### config.mk
export PLATFORM = sky130hd
export DESIGN_NAME = wx_matvec_sched
export DESIGN_NICKNAME = d
export VERILOG_FILES = /design/src/rtl/lmul_pkg.sv /design/src/rtl/wx_timeout_ctr.sv /design/src/rtl/wx_matvec_sched.sv
export SDC_FILE = /design/constraint.sdc
export NUM_CORES = 1
export LEC_CHECK = 0
export BUFFER_PORTS_ARGS = -buffer_cell sky130_fd_sc_hd__buf_2
export CORE_MARGIN = 5
export CORE_UTILIZATION = 35
export CTS_BUF_LIST = sky130_fd_sc_hd__clkbuf_8 sky130_fd_sc_hd__clkbuf_16
export CTS_CLUSTER_DIAMETER = 50
export DETAILED_ROUTE_END_ITERATION = 12
export PLACE_DENSITY_LB_ADDON = 0.25
export RECOVER_POWER = 25
export SETUP_SLACK_MARGIN = 0.1
export SLEW_MARGIN = 20
export SYNTH_ARGS = -nofsm -noshare
export SYNTH_HDL_FRONTEND = slang
export SYNTH_SLANG_ARGS = --single-unit
### constraint.sdc
create_clock -name clk -period 5.15 [get_ports clk]
set_input_delay 0.2575 -clock clk [delete_from_list [all_inputs] [get_ports clk]]
set_output_delay 0.2575 -clock clk [all_outputs]
set_load 0.01 [all_outputs]
### src/rtl/lmul_pkg.sv
// Shared types for the LSTM multiply path: sequencer states and datapath widths.
package lmul_pkg;

    localparam int BF16_W = 16;
    localparam int ACC_W  = 32;

    typedef enum logic [2:0] {
        S_IDLE,
        S_FETCH,
        S_ISSUE,
        S_WAIT,
        S_EMIT,
        S_DONE
    } state_t;

endpackage

### src/rtl/wx_timeout_ctr.sv
// Counts consecutive not-ready cycles while waiting on the multiplier.
// expired rises on the LIMIT-th enabled cycle since the last clear.
module wx_timeout_ctr #(
    parameter int LIMIT = 64
) (
    input  logic clk,
    input  logic rst,
    input  logic clear,
    input  logic enable,
    output logic expired
);

    localparam int CW = $clog2(LIMIT + 1);

    logic [CW-1:0] cnt;

    assign expired = enable && (cnt == CW'(LIMIT - 1));

    always_ff @(posedge clk or posedge rst) begin
        if (rst) begin
            cnt <= '0;
        end else if (clear) begin
            cnt <= '0;
        end else if (enable && !expired) begin
            cnt <= cnt + CW'(1);
        end
    end

endmodule

### src/rtl/wx_matvec_sched.sv
// Sequences one W*x pass over a single shared multiplier and streams row sums.
// W is walked row-major; each row's products are wrap-added into a 32-bit sum.
module wx_matvec_sched
    import lmul_pkg::*;
#(
    parameter int ROWS        = 10,
    parameter int COLS        = 10,
    parameter int MUL_TIMEOUT = 64,
    parameter int AW          = $clog2(ROWS * COLS),
    parameter int XW          = $clog2(COLS),
    parameter int RW          = $clog2(ROWS)
) (
    input  logic              clk,
    input  logic              rst,
    input  logic              cmd_start,
    output logic              busy,
    output logic              done,
    output logic              err,
    output logic [AW-1:0]     w_addr,
    input  logic [BF16_W-1:0] w_data,
    output logic [XW-1:0]     x_addr,
    input  logic [BF16_W-1:0] x_data,
    output logic              mul_start,
    output logic [BF16_W-1:0] mul_a,
    output logic [BF16_W-1:0] mul_b,
    input  logic              mul_ready,
    input  logic [ACC_W-1:0]  mul_out,
    output logic              sum_valid,
    input  logic              sum_ready,
    output logic [RW-1:0]     sum_row,
    output logic [ACC_W-1:0]  sum_data,
    output logic [31:0]       cycle_cnt
);

    function automatic logic [ACC_W-1:0] wrap_add(input logic [ACC_W-1:0] a,
                                                  input logic [ACC_W-1:0] b);
        return a + b;
    endfunction

    function automatic logic [31:0] sat_inc(input logic [31:0] v);
        return (v == 32'hFFFF_FFFF) ? v : v + 32'd1;
    endfunction

    state_t           state;
    logic [RW-1:0]    row;
    logic [XW-1:0]    col;
    logic [AW-1:0]    row_base;
    logic [ACC_W-1:0] acc;
    logic [ACC_W-1:0] acc_nxt;
    logic             col_last;
    logic             row_last;
    logic             tmo_clear;
    logic             tmo_enable;
    logic             tmo_expired;

    assign acc_nxt    = wrap_add(acc, mul_out);
    assign col_last   = (col == XW'(COLS - 1));
    assign row_last   = (row == RW'(ROWS - 1));
    assign tmo_clear  = (state == S_ISSUE);
    assign tmo_enable = (state == S_WAIT) && !mul_ready;

    wx_timeout_ctr #(
        .LIMIT (MUL_TIMEOUT)
    ) u_timeout (
        .clk     (clk),
        .rst     (rst),
        .clear   (tmo_clear),
        .enable  (tmo_enable),
        .expired (tmo_expired)
    );

    // Every output is a register; each is loaded on the edge that enters the
    // state in which it must be visible, so w/x addresses are valid in FETCH
    // and mul_start is high during ISSUE.
    always_ff @(posedge clk or posedge rst) begin
        if (rst) begin
            state     <= S_IDLE;
            row       <= '0;
            col       <= '0;
            row_base  <= '0;
            acc       <= '0;
            busy      <= 1'b0;
            done      <= 1'b0;
            err       <= 1'b0;
            w_addr    <= '0;
            x_addr    <= '0;
            mul_start <= 1'b0;
            mul_a     <= '0;
            mul_b     <= '0;
            sum_valid <= 1'b0;
            sum_row   <= '0;
            sum_data  <= '0;
            cycle_cnt <= '0;
        end else begin
            mul_start <= 1'b0;
            done      <= 1'b0;
            if (state != S_IDLE) begin
                cycle_cnt <= sat_inc(cycle_cnt);
            end

            case (state)
                S_IDLE: begin
                    if (cmd_start) begin
                        row       <= '0;
                        col       <= '0;
                        row_base  <= '0;
                        acc       <= '0;
                        err       <= 1'b0;
                        cycle_cnt <= '0;
                        busy      <= 1'b1;
                        w_addr    <= '0;
                        x_addr    <= '0;
                        state     <= S_FETCH;
                    end
                end

                S_FETCH: begin
                    mul_start <= 1'b1;
                    state     <= S_ISSUE;
                end

                S_ISSUE: begin
                    mul_a <= w_data;
                    mul_b <= x_data;
                    state <= S_WAIT;
                end

                S_WAIT: begin
                    if (mul_ready) begin
                        acc <= acc_nxt;
                        if (col_last) begin
                            col       <= '0;
                            sum_valid <= 1'b1;
                            sum_row   <= row;
                            sum_data  <= acc_nxt;
                            state     <= S_EMIT;
                        end else begin
                            col    <= col + XW'(1);
                            w_addr <= row_base + AW'(col) + AW'(1);
                            x_addr <= col + XW'(1);
                            state  <= S_FETCH;
                        end
                    end else if (tmo_expired) begin
                        err   <= 1'b1;
                        done  <= 1'b1;
                        state <= S_DONE;
                    end
                end

                // Backpressure may hold EMIT indefinitely; outputs stay frozen.
                S_EMIT: begin
                    if (sum_ready) begin
                        sum_valid <= 1'b0;
                        acc       <= '0;
                        if (row_last) begin
                            done  <= 1'b1;
                            state <= S_DONE;
                        end else begin
                            row      <= row + RW'(1);
                            row_base <= row_base + AW'(COLS);
                            w_addr   <= row_base + AW'(COLS);
                            x_addr   <= '0;
                            state    <= S_FETCH;
                        end
                    end
                end

                S_DONE: begin
                    busy  <= 1'b0;
                    state <= S_IDLE;
                end

                default: begin
                    state <= S_IDLE;
                end
            endcase
        end
    end

endmodule

# == Yosys cells after proc, flatten, opt, wreduce, memory -nomap -nowiden ==
# Index checks and enable logic that the tools add are counted.
# totals
in_bits,69
elab_cells,118
regBits,173
out_inout_bits,116
# classes
n_eq_ne,18
add_sub_neg,8
muxes,52
n_reduce_logical,22
# ops
operator,count
$mux 32,7
$pmux 32 s3,1
$mux 7,7
$mux 4,9
$add 32x1->32 const B,1
$add 32x32->32,1
$eq 32x32->1 const B,1
$pmux 7 s3,1
$mux 3,6
$pmux 4 s2,2
$reduce_and 4->1,4
$pmux 3 s5,1
$add 7x1->7 const B,2
$ne 2x2->1 const B,7
$pmux 7 s2,1
$mux 1,12
$pmux 4 s3,1
$reduce_bool 2->1,5
$reduce_and 3->1,3
$add 4x1->4 const B,2
$eq 4x4->1 const B,2
$pmux 1 s2,4
$add 7x4->7,1
$add 7x4->7 const B,1
other kinds (12),18

# == Depth between registers and ports, before layout ==
# Gate-level depths: netlist (run 1).
# depth
depth_word,7
depth_mapped,10
mapped_depth_nobuf,9

# == By module ==
# Synthesis (run 1) repeated with hierarchy kept, for this count alone.
# unflattened
cells_unflattened,899
area_unflattened_um2,8911.0
# by_module_without_submodules
module,n_inst,area_per_inst_um2,cells_each,seq_area_each_um2
wx_matvec_sched,1,8549.4,864,4129.0
wx_timeout_ctr,1,361.6,35,175.2

# == Least setup slack after synthesis (run 1) ==
# No wires, ideal clock.
# synth_path
path_type,reg-to-reg
from,reg acc[0]
to,reg acc[28]
n_path_buf,0
slack_ns,2.740
setup_time_ns,0.122
stages_incl_launch_ff,10
arrival_time_ns,2.289
required_time_ns,5.028
period_less_slack_ns,2.410
path_cell_list,dfrtp_1 ha_1 fa_1 a21o_1 nand4_1 a21oi_1 o211ai_2 a21oi_1 or3_1 a32o_1
# synth_via
elab_chain_len,3
# synth_rtl
element,line_no,text
from (decl),wx_matvec_sched.sv:48,logic [ACC_W-1:0] acc;
from (signal assigned),wx_matvec_sched.sv:130,acc <= acc_nxt;
$add 32x32->32,wx_matvec_sched.sv:37,return a + b;
$mux 32,wx_matvec_sched.sv:129,if (mul_ready) begin
$pmux 32 s3,wx_matvec_sched.sv:101,case (state)
# Every way passes these cells. The select of a mux whose other input is x is not followed.
# A chain may end at the register's enable or synchronous reset.

==> impl_metrics.csv, run 1 <==
group,metric,value,unit
power,internal_power,3.317,mW
timing,skew,0.01300,ns
die,start_util,35.43,%
layout,stdcell_count,1447,
min_path,min_path_cells,2,
power,power,5.502,mW
synth,synth.distinct_cells,65,
clock_tree,cts_buffer_depth,2,
timing,worst_slew_pin_slew,3.510,ns
route,drc,0,
synth,yosysWarnings,0,
worst_setup_path,criticalPathCategory,"in2async",
status,violations,"capacitance limit, slew limit",
synth,synth_nets,1041,
route,routed_wl,24210,um
flow_run,drv_cap,1,
worst_setup_path,r2r_start,"state[0]",
route,avgViaCountPerCell,5.165,
synth,avgSynthCellArea,9.883,um^2
clock_tree,cts-hold-fix-buffers,0,
die,die_h,172.0,um
route,ant_nets,0,
placed_design,dp_hpwl,17480,um
route,drtIter0Drc,395,
synth,synth_seq_area_share,46.88,%
global_routing,grt_pass1_wl,39220,um
worst_setup_path,crit_required,5.67,ns
layout,final_cell_area,0.01103,mm^2
worst_setup_path,worstPathArrival,3.65,ns
clock_tree,clkLatencyLatePin,0.43,ns
power,clkPwrFrac,24.7,%
synth,synth-edff-count,0,
die,core,0.02591,mm^2
clock_tree,clock_sinks,172,
route,vias,7474,
timing,whs,0.04856,ns
placed_design,dp_cells,1415,
power,p_seq_share,35.2,%
placed_design,place.gp.congestion,0.8334,
global_routing,grt_max_degree,90,
route,drtPass1Iterations,5,
min_path,min_from,"w_data[8]",
layout,layout_commonest_cell,"dfrtp_1",
power,vdd_drop_max,0.2463,mV
route,wl_per_cell,16.73,um
worst_setup_path,cp-end-kind,"async pin",
synth,yosys.area.top_type_share,46.88,%
global_routing,grt.overflow.total,0,
power,pwr-share-comb,40.0,%
layout,areaGrowthSynthToFinish,20.10,%
layout,nFillCells,2579,
min_path,holdCritPathClass,"in2reg",
placed_design,dpl-instance-area,0.01043,mm^2
worst_setup_path,rrSetupSlack,2.31,ns
worst_setup_path,r2r_end,"sum_data[19]",
clock_tree,post_cts_resize_count,0,
timing,max-slew-margin-rel,-134.0,%
timing,fmax,319.4,MHz
die,num_rows,59,
timing,fin_crit_sh,60.80,%
layout,drive_gt1_share,23.74,%
clock_tree,numCtsBuffers,17,
synth,synth_seq_cells,172,
timing,grt_setup_unrepaired,"false",
global_routing,grtUsageTotal,16.38,%
die,design.die.area,0.02957,mm^2
placed_design,io_buffers,184,
timing,fin_tns_setup,0,ns
die,io_pins,185,
timing,hold_viol_final,0,
power,power_density,498.9,mW/mm^2
power,netSwitchingPower,2.185,mW
power,switching_share,39.71,%
layout,final_cell_mix,"172 x dfrtp_1, 157 x buf_2, 140 x nand2_1, 61 x nor2_1, 59 x o21ai_0",
clock_tree,post_cts_buffers,0,
clock_tree,clk_pin_slew,0.08,ns
synth,syn_inst,929,
power,p_leak,5.324,nW
worst_setup_path,ff2ff_path_depth,8,
synth,synthTopCellsByArea,"dfrtp_1 47%, nand2_1 5.7%, ha_1 5.6%",
synth,yosys.area.top_type,"dfrtp_1",
status,status,"complete, but fails checks",
timing,setup_viol,0,
global_routing,grt_pass1_vias,7478,
clock_tree,htreeDepth,4,
worst_setup_path,cp-start-kind,"primary input",
synth,async_flop_share,100.0,%
timing,finalMaxSlewViolations,90,
layout,nets,1211,
min_path,min_to,"mul_a[8]",
clock_tree,cts_tree,"done",
worst_setup_path,worstPathMaxFanout,89,
clock_tree,clockRootBuffer,"clkbuf_16",
synth,synth_ff_type,"dfrtp_1",
global_routing,antenna_found_initial,1,
layout,antenna_cells,0,
die,die_w,172.0,um
synth,syn_area,0.009181,mm^2
timing,period_needed,3.131,ns
## metal layers
layer / wire length [um] / part of all wire (%) / track usage [%] / vias up
met5: 13 / 0.054 / 0 / -
met4: 293 / 1.2 / 3.725 / 2
met3: 1854 / 7.7 / 5.075 / 21
met2: 11090 / 46 / 26.07 / 202
met1: 10960 / 45 / 22.07 / 3575
li1: - / - / - / 3674
## critical path: stages
cell and delay, ns:
buf_2 0.09, inv_1 2.43, buf_4 0.82
## stage by stage
stage                     setup WS [ns]  util, %
after global placement            2.353    40.24
after floorplan                  0.2324        -
after CTS                         2.240    42.71
final                             2.019    42.56
after detailed placement          2.260    40.24
after global routing              1.209    42.56
## worst max-delay path by stage
stage          startpoint                to  slack (ns)
2_1_floorplan         rst            acc[0]        0.23
4_1_cts          state[0]      sum_data[19]        2.24
6_report              rst  u_timeout.cnt[5]        2.02
5_1_grt               rst     cycle_cnt[26]        1.21
3_3_place_gp     state[0]      sum_data[19]        2.35
3_5_place_dp     state[0]      sum_data[19]        2.26
## power by group through the flow
stage	Clock, mW	Combinational [mW]	Sequential [mW]
finish	1.36	2.20	1.94
global route	1.46	2.46	1.99
CTS	1.40	2.24	1.94
detailed placement	0	2.22	1.96
global placement	0	2.21	1.95
floorplan	0	1.55	1.98
## layout make-up
type	instances	area (um^2)	share of cell area, %
repair buffers	192	947.2	8.590
clock buffers	17	425.4	3.858
multi-input cells	702	4666	42.31
well taps	335	419.2	3.801
clock inverters	15	212.7	1.929
inverters	14	52.55	0.4766
flip-flops and latches	172	4304	39.03
## Yosys cell counts (3+ instances only)
| cell | n |
|---|---|
| dfrtp_1 | 172 |
| nand2_1 | 140 |
| nor2_1 | 62 |
| o21ai_0 | 59 |
| a21oi_1 | 49 |
| mux2_2 | 42 |
| ha_1 | 41 |
| xor2_1 | 37 |
| nand3_1 | 32 |
| a22o_1 | 27 |
| clkbuf_1 | 25 |
| xnor2_1 | 23 |
| nand4_1 | 19 |
| nor3_1 | 19 |
| a21o_1 | 14 |
| buf_2 | 14 |
| inv_1 | 14 |
| and3_1 | 11 |
| a31oi_1 | 9 |
| nor2b_1 | 9 |
| o211ai_1 | 8 |
| and2_1 | 6 |
| nor4_1 | 6 |
| o21a_1 | 6 |
| or3_1 | 6 |
| and4_1 | 5 |
| nand2b_1 | 5 |
| nor3b_1 | 5 |
| o31ai_1 | 5 |
| a21boi_0 | 4 |
| or2_2 | 4 |
| a22oi_1 | 3 |
| a31o_2 | 3 |
| mux2i_1 | 3 |
| o31a_1 | 3 |
## state kept, by name, summed over array words and instances (netlist names), 6 cells and up
signal         cells
sum_data          32
cycle_cnt         32
w_addr             7
mul_b             16
row_base           6
acc               32
u_timeout.cnt      7
mul_a             16
## cell families (layout without fill, tap and decap cells)
group	Yosys count	in the layout	share of synthesized area, %
AND/OR/NAND/NOR	338	338	17.50
adder cells (fa/ha/maj)	43	43	6.023
multiplexers	46	46	5.642
AO/OA/AOI/OAI	214	214	15.51
XOR/XNOR	61	61	5.969
buffers and inverters	55	238	2.480
flip-flops	172	172	46.88
Note: power is estimated with default switching activity, not from simulation.
==> inputs of run 2 (changes only) <==
==> constraint.sdc (replaced) <==
create_clock -name clk -period 2.8 [get_ports clk]
set_input_delay 0.14 -clock clk [delete_from_list [all_inputs] [get_ports clk]]
set_output_delay 0.14 -clock clk [all_outputs]
set_load 0.01 [all_outputs]
==> run 2 against run 1 <==
- the run now ends clean
- clock-buffer cell count unchanged
- final area increased by 3.9%
- critical path depth is 5 higher
- core utilization is 1.6 points higher
- hold slack worse by 0.023 ns
- die area stayed put
- power increased by 87%
- non-clock buffer count increased by 46
- sequential cell count is the same
- via count up 2.6%
- first-iteration DRC count shrank 2.8%
- sequential power increased by 82%
==> impl_metrics.csv, run 2 (synthesis gave the netlist of run 1 again) <==
group,metric,value,unit
worst_setup_path,cp-start-kind,"register",
worst_setup_path,slowest_stage,"ha_1",
placed_design,dp_cells,1427,
worst_setup_path,worstPathCellList,"ha_1 -> a21o_1 -> a21o_1 -> o22ai_1 -> a31oi_1 -> a211oi_2 -> mux2_4 -> a221o_1",
timing,hold_viol_final,0,
die,design.die.area,0.02957,mm^2
layout,layout_commonest_cell,"dfrtp_1",
clock_tree,clkLatencyLatePin,0.43,ns
clock_tree,clockRootBuffer,"clkbuf_16",
clock_tree,htreeDepth,4,
layout,fin_util,44.20,%
layout,multi_input_area,0.004676,mm^2
global_routing,grtUsageTotal,16.75,%
die,io_pins,185,
layout,seq_area,0.004304,mm^2
timing,skew,0.01747,ns
clock_tree,numCtsBuffers,17,
timing,worst_slew_pin_slew,1.316,ns
worst_setup_path,criticalPathCategory,"reg2reg",
timing,final.setup.worst_slack,0.2133,ns
placed_design,place.gp.congestion,0.8592,
worst_setup_path,cp-end-kind,"register",
timing,fmax,386.6,MHz
clock_tree,cts_tree,"done",
clock_tree,clock_sinks,172,
global_routing,grt.overflow.total,0,
route,wl_per_cell,16.59,um
worst_setup_path,crit_required,3.11,ns
layout,reg_top3,"acc (32), cycle_cnt (32), sum_data (32)",
die,die_w,172.0,um
timing,grt_setup_unrepaired,"true",
die,die_h,172.0,um
layout,nets,1257,
layout,drive_gt1_share,24.35,%
route,drc,0,
global_routing,antenna_found_initial,3,
timing,max-slew-margin-rel,12.27,%
flow_run,drv_cap,0,
placed_design,io_buffers,184,
die,core,0.02591,mm^2
route,avgViaCountPerCell,5.132,
power,power_density,896.4,mW/mm^2
route,ant_nets,0,
route,routed_wl,24780,um
placed_design,dp_slack,0.1430,ns
layout,final_cell_area,0.01145,mm^2
timing,setup_viol,0,
global_routing,grt_pass1_wl,40020,um
worst_setup_path,path_common_cell,"a21o_1",
placed_design,dp_hpwl,17450,um
timing,fin_crit_sh,92.38,%
worst_setup_path,critPathMaxStageDelay,0.40,ns
route,drtPass1Iterations,4,
placed_design,dpl-instance-area,0.01055,mm^2
min_path,holdCritPathClass,"in2reg",
timing,period_needed,2.587,ns
clock_tree,cts_buffer_depth,2,
layout,nFillCells,2539,
die,start_util,35.43,%
clock_tree,clk_pin_slew,0.08,ns
layout,areaGrowthSynthToFinish,24.75,%
layout,final_cell_mix,"172 x dfrtp_1, 159 x buf_2, 140 x nand2_1, 61 x nor2_1, 59 x o21ai_0",
route,drtIter0Drc,384,
layout,stdcell_count,1494,
power,vdd_drop_max,0.4499,mV
route,vias,7667,
global_routing,grt_pass1_vias,7694,
timing,fin_tns_setup,0,ns
global_routing,grt_max_degree,87,
die,num_rows,59,
worst_setup_path,worstPathMaxFanout,11,
status,status,"finished clean",
timing,finalMaxSlewViolations,0,
power,p_leak,5.511,nW
worst_setup_path,worstPathArrival,2.90,ns
-- run 2: cell types whose count changed in the layout (fill, tap and decap cells not counted), moves of 2 or more --
cell,previous run,this run
a21oi_1,48,46
a21oi_2,2,4
buf_2,157,159
buf_4,8,17
clkinv_8,7,5
dlygate4sd3_1,0,33
inv_8,3,5
-- run 2: stage by stage --
stage	hold WS (ns)	total power, mW
4_1_cts	0.007105	10.37
5_1_grt	0.01670	11.01
3_5_place_dp	0.1533	7.798
2_1_floorplan	0.2879	6.503
3_3_place_gp	0.1508	7.759
6_report	0.02590	10.27
-- run 2: layout make-up --
class / instances / area share, %
repair buffers: 238 / 12.08
multi-input cells: 702 / 40.82
well taps: 335 / 3.660
clock buffers: 17 / 3.714
flip-flops and latches: 172 / 37.58
inverters: 14 / 0.4697
clock inverters: 15 / 1.650
diodes: 1 / 0.02185
-- run 2: where the power goes --
group          total, mW  switching (mW)  leakage [nW]  internal, mW
Clock               2.46            1.24         0.299          1.23
Sequential          3.53           0.436          2.27          3.09
Combinational       4.27            2.45          2.94          1.83
-- run 2: per-layer routing --
layer,up-vias,global-route usage (%),part of all wire [%]
met3,12,4.915,6.9
met5,-,0,0.11
met4,4,3.862,0.52
met1,3694,22.70,47
met2,191,26.66,46
li1,3766,-,-
-- run 2: path summary, 6_finish.rpt --
check / startpoint / end / slack (ns) / cells after the start
setup / recovery: acc[18] / acc[31] / 0.21 / 8
min in group asynchronous: rst / done / 0.31 / 3
max in group asynchronous: rst / cycle_cnt[9] / 0.83 / 4
hold reg to reg: sum_data[1] / sum_data[1] / 0.48 / 2
setup reg to reg: acc[18] / acc[31] / 0.21 / 8
hold / removal: sum_ready / state[0] / 0.03 / 3
-- run 2: worst max-delay path: cells and delay by family (launching register included) --
| family | cells | cell delay [ns] |
|---|---|---|
| compound gates | 6 | 1.34 |
| flops | 1 | 0.39 |
| fa+ha+maj | 1 | 0.40 |
| mux | 1 | 0.34 |
-- run 2: timing repair --
item                                    4_1_cts  5_1_grt
hold endpoints to repair                     44        0
gates resized for setup                       0        3
buffers inserted                              0        1
hold buffers                                 33        0
endpoints found under the setup margin        0       10
